<file path="src/rtl/switch_mode_reader.sv">
// DIP-switch front end: 2-flop sync, per-bit debounce, one-hot mode classification.
// Optional STICKY_FAULT_EN: FAULT latches until all switches read off.
module switch_mode_reader #(
  parameter int unsigned WIDTH        = 4,
  parameter int unsigned DEBOUNCE_MAX = 500000
) (
  input  logic             clk,
  input  logic             rst_n,
  input  logic [WIDTH-1:0] sw_raw,
  output logic [WIDTH-1:0] sw_clean,
  output logic [WIDTH-1:0] mode,
  output logic             mode_valid,
  output logic             mode_change,
  output logic             fault
);

  localparam int unsigned CntW = $clog2(DEBOUNCE_MAX + 1);
  localparam logic [CntW-1:0] CntLast = CntW'(DEBOUNCE_MAX - 1);

  typedef enum logic [1:0] {StIdle, StActive, StFault} state_e;

  logic [WIDTH-1:0] sync1_q, sync2_q;
  logic [WIDTH-1:0] clean_q, clean_d;
  logic [CntW-1:0]  cnt_q [WIDTH];
  logic [CntW-1:0]  cnt_d [WIDTH];

  state_e           state_q, state_d;
  logic [WIDTH-1:0] mode_q, mode_d;
  logic             change_q, change_d;
  logic             clean_zero, clean_one_hot;

  // Synchroniser and debounce state
  always_ff @(posedge clk or negedge rst_n) begin
    if (!rst_n) begin
      sync1_q <= '0;
      sync2_q <= '0;
      clean_q <= '0;
      for (int i = 0; i < int'(WIDTH); i++) begin
        cnt_q[i] <= '0;
      end
    end else begin
      sync1_q <= sw_raw;
      sync2_q <= sync1_q;
      clean_q <= clean_d;
      for (int i = 0; i < int'(WIDTH); i++) begin
        cnt_q[i] <= cnt_d[i];
      end
    end
  end

  // Counter clears whenever the synced level matches or the new level is accepted,
  // so it never exceeds DEBOUNCE_MAX-1.
  always_comb begin
    clean_d = clean_q;
    for (int i = 0; i < int'(WIDTH); i++) begin
      cnt_d[i] = '0;
      if (sync2_q[i] != clean_q[i]) begin
        if (cnt_q[i] == CntLast) begin
          clean_d[i] = sync2_q[i];
        end else begin
          cnt_d[i] = cnt_q[i] + CntW'(1);
        end
      end
    end
  end

  assign clean_zero    = (clean_q == '0);
  assign clean_one_hot = !clean_zero && ((clean_q & (clean_q - WIDTH'(1))) == '0);

  // FSM state register
  always_ff @(posedge clk or negedge rst_n) begin
    if (!rst_n) begin
      state_q  <= StIdle;
      mode_q   <= '0;
      change_q <= 1'b0;
    end else begin
      state_q  <= state_d;
      mode_q   <= mode_d;
      change_q <= change_d;
    end
  end

  // FSM next state
  always_comb begin
    state_d = state_q;
    if (clean_zero) begin
      state_d = StIdle;
    end else if (clean_one_hot) begin
`ifdef STICKY_FAULT_EN
      state_d = (state_q == StFault) ? StFault : StActive;
`else
      state_d = StActive;
`endif
    end else begin
      state_d = StFault;
    end
  end

  // FSM outputs, computed from the next state so they register alongside it
  always_comb begin
    mode_d   = '0;
    change_d = 1'b0;
    if (state_d == StActive) begin
      mode_d = clean_q;
    end
    change_d = (mode_d != mode_q);
  end

  assign sw_clean    = clean_q;
  assign mode        = mode_q;
  assign mode_valid  = (state_q == StActive);
  assign fault       = (state_q == StFault);
  assign mode_change = change_q;

endmodule

</file>
<file path="config.mk">
export PLATFORM = sky130hd
export DESIGN_NAME = switch_mode_reader
export DESIGN_NICKNAME = d
export VERILOG_FILES = /design/src/rtl/switch_mode_reader.sv
export SDC_FILE = /design/constraint.sdc
export NUM_CORES = 1
export LEC_CHECK = 0
export ABC_AREA = 0
export BUFFER_PORTS_ARGS = -buffer_cell sky130_fd_sc_hd__buf_4
export CAP_MARGIN = 20
export CORE_AREA = 5 5 94 96
export DETAILED_ROUTE_END_ITERATION = 10
export DIE_AREA = 0 0 99 101
export GPL_TIMING_DRIVEN = 0
export HOLD_SLACK_MARGIN = 0.08
export PLACE_DENSITY = 0.83
export SYNTH_ARGS = -nofsm -noshare
export SYNTH_HDL_FRONTEND = slang
export SYNTH_SLANG_ARGS = --single-unit
</file>
<file path="constraint.sdc">
create_clock -name clk -period 2.65 [get_ports clk]
set_input_delay 0.53 -clock clk [delete_from_list [all_inputs] [get_ports clk]]
set_output_delay 0.53 -clock clk [all_outputs]
set_load 0.02 [all_outputs]
</file>
Word-level counts from Yosys, hierarchy flattened
Cells that the tools add are included.
Operators by class
  add/sub/neg operators: 5
  equality and inequality tests: 12
  mux-type cells: 11
  bitwise logic cells: 1
  reduce and logical (&&, ||, !) cells: 8
Operators by type and width (count)
  two-way mux 19 bit: 8
  adder 19 x 1 -> 19 bit, second input constant: 4
  equality test 19 bit, second input constant: 4
  logical NOT 4 bit: 2
  AND reduction 2 bit: 4
  bitwise AND 4 bit: 1
  equality test 2 x 1 -> 1 bit, second input constant: 2
  two-way mux 2 bit: 2
  two-way mux 4 bit: 1
  != test 1 bit: 4
  != test 4 bit: 1
  subtractor 4 x 1 -> 4 bit, second input constant: 1
  equality test 2 bit, second input constant: 1
  logical AND 1 bit: 1
  logical NOT 1 bit: 1
Word-level totals
  register bits: 95
  input port bits: 6
  output and inout bits: 11
  logic and storage cells: 50

Longest topological paths before layout
  depth after elaboration: 9
  gate-level depth with buffers: 6
  gate-level depth less buffers: 5

Worst setup path after synthesis
OpenSTA, ideal clock, no wires.
  path kind: reg-to-reg
  start point: register cnt_q[33] in the netlist's numbering
  end point: register clean_q[2] (netlist: sw_clean[2])
  setup time: 125 ps
  data arrival time: 1884 ps
  required time: 2525 ps
  path slack: 641 ps
  cell stages (with the launch flop): 5
  path buffers: 0
  period minus slack after synthesis: 2009 ps
  cells stage by stage: dfrtp_1 -> or4b_1 -> or4_4 -> nor2_1 -> mux2_2
On the way
  longest elaborated chain between the ends: 2
RTL lines
  start: declaration: RTL line 24  | logic [CntW-1:0] cnt_q [WIDTH];
  start signal: indexed assignment: RTL line 46  | cnt_q[i] <= cnt_d[i];
  equality test 19 bit: RTL line 58  | if (cnt_q[i] == CntLast) begin
  AND reduction 2 bit (no source line)
  end signal: assignment: RTL line 44  | clean_q <= clean_d;
  end: declaration: RTL line 23  | logic [WIDTH-1:0] clean_q, clean_d;
No other way between the ends.
A chain may end at the register's enable or synchronous reset.

==> impl_metrics.yaml <==
clock_network:
  clock_tree.htree_level_count: 3
  clock_path_buffers: 2
  cts-buffers-inserted: 9
  ctsHoldBuffers: 0
  clk_latency_ns: 0.36
  ctsRootBufferMaster: "sky130_fd_sc_hd__clkbuf_8"
  path_clk_slew_ns: 0.10
  cts_tree: "built"
  postCtsResizedCells: 0
  post-cts-setup-buffers: 0
  cts.sink_count: 95
synthesis:
  synth_seq_cells: 95
  post-synth-top-area-cell: "sky130_fd_sc_hd__dfrtp_1"
  syn_inst: 461
  fraction_of_the_yosys_area_taken_by_sequential_cells_pct: 51.9
  number_of_nets_in_the_synthesized_netlist: 471
  post_synth.cell_area_avg_um2: 9.94
  dominant_synthesized_flop_cell: "sky130_fd_sc_hd__dfrtp_1"
  post_synth_edffs: 0
  synth.most_common_cell: "sky130_fd_sc_hd__dfrtp_1"
  ys_types: 45
  synthArstFlopShare_pct: 100
  netlist_top_cells_count: "sky130_fd_sc_hd__dfrtp_1, sky130_fd_sc_hd__nor2_1, sky130_fd_sc_hd__xnor2_1, sky130_fd_sc_hd__nand2_1, sky130_fd_sc_hd__nand3_1"
  synth_area_leaders: "sky130_fd_sc_hd__dfrtp_1, sky130_fd_sc_hd__xnor2_1, sky130_fd_sc_hd__nor2_1"
  ys_warn_count: 0
  synth.cell_area_mm2: 0.00458
  netlist.area_leader.share_pct: 51.9
drt:
  top_layer: "met4"
  drc_errors: 0
  met2_layer_wire_length_in_the_routed_design_um: 4230
  route.met3.wl_um: 320
  wl_um: 8570
  drt_iter0_drc: 146
  drt-met1-wl_um: 3870
  routedWlPerCell_um: 14.3
  drt_pass1_iterations: 4
  via_count: 3420
  via_per_inst: 5.71
  postRouteAntennaNets: 0
critical_path:
  worstPathMaxFanout: 10
  worst_setup_path_end_kind: "flop"
  startpoint_type: "flop"
  crit_required_ns: 2.90
  worstPathArrival_ns: 2.58
  critical_path_class: "reg -> reg"
cells_and_area:
  final_net_count: 499
  fin_area_mm2: 0.00504
  n_antenna_cell: 0
  syn2layout_area_growth_pct: 9.88
  final_layout_size_suffix_gt1_share_pct: 10.1
  post-route-util_pct: 63.2
  post_layout_instance_count_excluding_filler_cells: 599
timing:
  timing.clock.skew_ns: 0.00931
  final_max_slew_viol_count: 0
  timing.setup.tns_ns: 0
  unrepaired_setup_endpoints_after_global_routing: "no"
  fmax_mhz: 429
  min_period_over_period_pct: 87.9
  final_hold_viol_count: 0
  maxSlewHeadroom_pct: 39.9
  tightestPinTransition_ns: 0.892
  period_minus_slack_ns: 2.33
  hold_slack_ns: 0.161
  report.final.setup_viol: 0
place:
  cell_area_after_placement_mm2: 0.00486
  dp_cells: 583
  post-dp-hpwl_um: 5940
  buffers_on_ports: 16
  place_congestion: 0.875
floorplan:
  fp.coreArea_mm2: 0.00797
  die_h_um: 101
  row_count: 33
  initial_utilization_pct: 57.5
  die-area_mm2: 0.0100
  pin_count: 17
  die_x_um: 99
job:
  maxCapViolations: 0
grt:
  global_route.overflow_total: 0
  grt_pass1_wl_um: 15200
  overall_track_demand_over_capacity_in_global_routing_pct: 18.9
  antenna_found_initial: 0
  number_of_global_route_vias_before_repair: 3349
  largest_net_degree_at_the_start_of_global_routing: 51
min_path:
  holdCritPathClass: "in -> async"
status:
  outcome: "finished clean"
power:
  p_leak_uw: 0.00203
  power.ir.vdd_worst_mv: 0.258
  power-per-cell-area_mw_per_mm2: 487
[worst paths after layout]
check	start	end	slack, ns	cells after the start
max in group asynchronous	rst_n	cnt_q[3]$_DFF_PN0_	1.84	2
min in group clk	sw_raw[0]	sync1_q[0]$_DFF_PN0_	0.27	1
worst min register to register	sync1_q[0]$_DFF_PN0_	sync2_q[0]$_DFF_PN0_	0.35	0
worst max register to register	cnt_q[57]$_DFF_PN0_	cnt_q[66]$_DFF_PN0_	0.32	5
worst min-delay path	rst_n	cnt_q[10]$_DFF_PN0_	0.16	1
worst max-delay path	cnt_q[57]$_DFF_PN0_	cnt_q[66]$_DFF_PN0_	0.32	5
[kinds of logic after synthesis]
group | synth area share, %
flip-flops | 51.9
adder cells (fa/ha/maj) | 1.31
AO/OA/AOI/OAI | 4.83
XOR/XNOR | 12.0
buffers and inverters | 2.59
AND/OR/NAND/NOR | 25.9
multiplexers | 1.45
[metrics by stage]
stage | power [µW] | setup slack [ns]
floorplan | 1560 | 0.641
global placement | 1610 | 0.430
detailed placement | 1620 | 0.383
CTS | 2490 | 0.353
global route | 2570 | 0.131
finish | 2450 | 0.321
[layout by cell type (no fill, tap or decap), types with 5 or more instances in the layout]
| cell | instances |
|---|---|
| sky130_fd_sc_hd__nor2_1 | 76 |
| sky130_fd_sc_hd__nor3_1 | 12 |
| sky130_fd_sc_hd__dfrtp_1 | 95 |
| sky130_fd_sc_hd__mux2_2 | 5 |
| sky130_fd_sc_hd__nand4_1 | 23 |
| sky130_fd_sc_hd__xnor2_1 | 45 |
| sky130_fd_sc_hd__inv_1 | 14 |
| sky130_fd_sc_hd__nand3_1 | 27 |
| sky130_fd_sc_hd__xor2_1 | 18 |
| sky130_fd_sc_hd__and2_1 | 5 |
| sky130_fd_sc_hd__nand2_1 | 27 |
| sky130_fd_sc_hd__or4_1 | 6 |
| sky130_fd_sc_hd__clkbuf_1 | 10 |
| sky130_fd_sc_hd__nor2b_1 | 5 |
| sky130_fd_sc_hd__buf_4 | 17 |
| sky130_fd_sc_hd__or3_1 | 9 |
| sky130_fd_sc_hd__a21oi_1 | 12 |
| sky130_fd_sc_hd__nor4_1 | 24 |
| sky130_fd_sc_hd__o21ai_0 | 9 |
| sky130_fd_sc_hd__clkbuf_8 | 10 |
[routing by layer]
layer	vias up	GRT usage [%]
met5	-	0
met4	0	7.67
met3	16	4.29
met2	72	31.0
met1	1664	24.3
li1	1668	-
[state kept, by name, indices dropped and copies added, names as in the netlist]
name,flops
cnt_q,76
mode,4
mode_change,1
state_q,2
sw_clean,4
sync1_q,4
sync2_q,4
[final cells by class]
| class | count | area (µm²) |
|---|---|---|
| fill | 636 | 2930 |
| sequential | 95 | 2380 |
| multi-input combinational | 338 | 2090 |
| timing repair buffer | 17 | 148 |
| clock buffer | 10 | 138 |
| tap | 105 | 131 |
| buffer | 14 | 66.3 |
| inverter | 14 | 52.6 |
| clock inverter | 6 | 36.3 |
[worst max-delay path, stage by stage (launching register included)]
cell                      delay [ns]
sky130_fd_sc_hd__dfrtp_1        0.42
sky130_fd_sc_hd__ha_1           0.25
sky130_fd_sc_hd__nand4_1        0.30
sky130_fd_sc_hd__o41ai_2        0.87
sky130_fd_sc_hd__buf_4          0.31
sky130_fd_sc_hd__nor2_1         0.07
[report_power, final]
group | switching, µW | leakage, µW | total [µW] | internal [µW]
Clock | 506 | 0.0000918 | 868 | 362
Combinational | 64.4 | 0.000634 | 95.3 | 30.9
Sequential | 22.0 | 0.00130 | 1490 | 1470
Total | 593 | 0.00203 | 2450 | 1860
No activity file was read; power rests on OpenSTA's default activity.
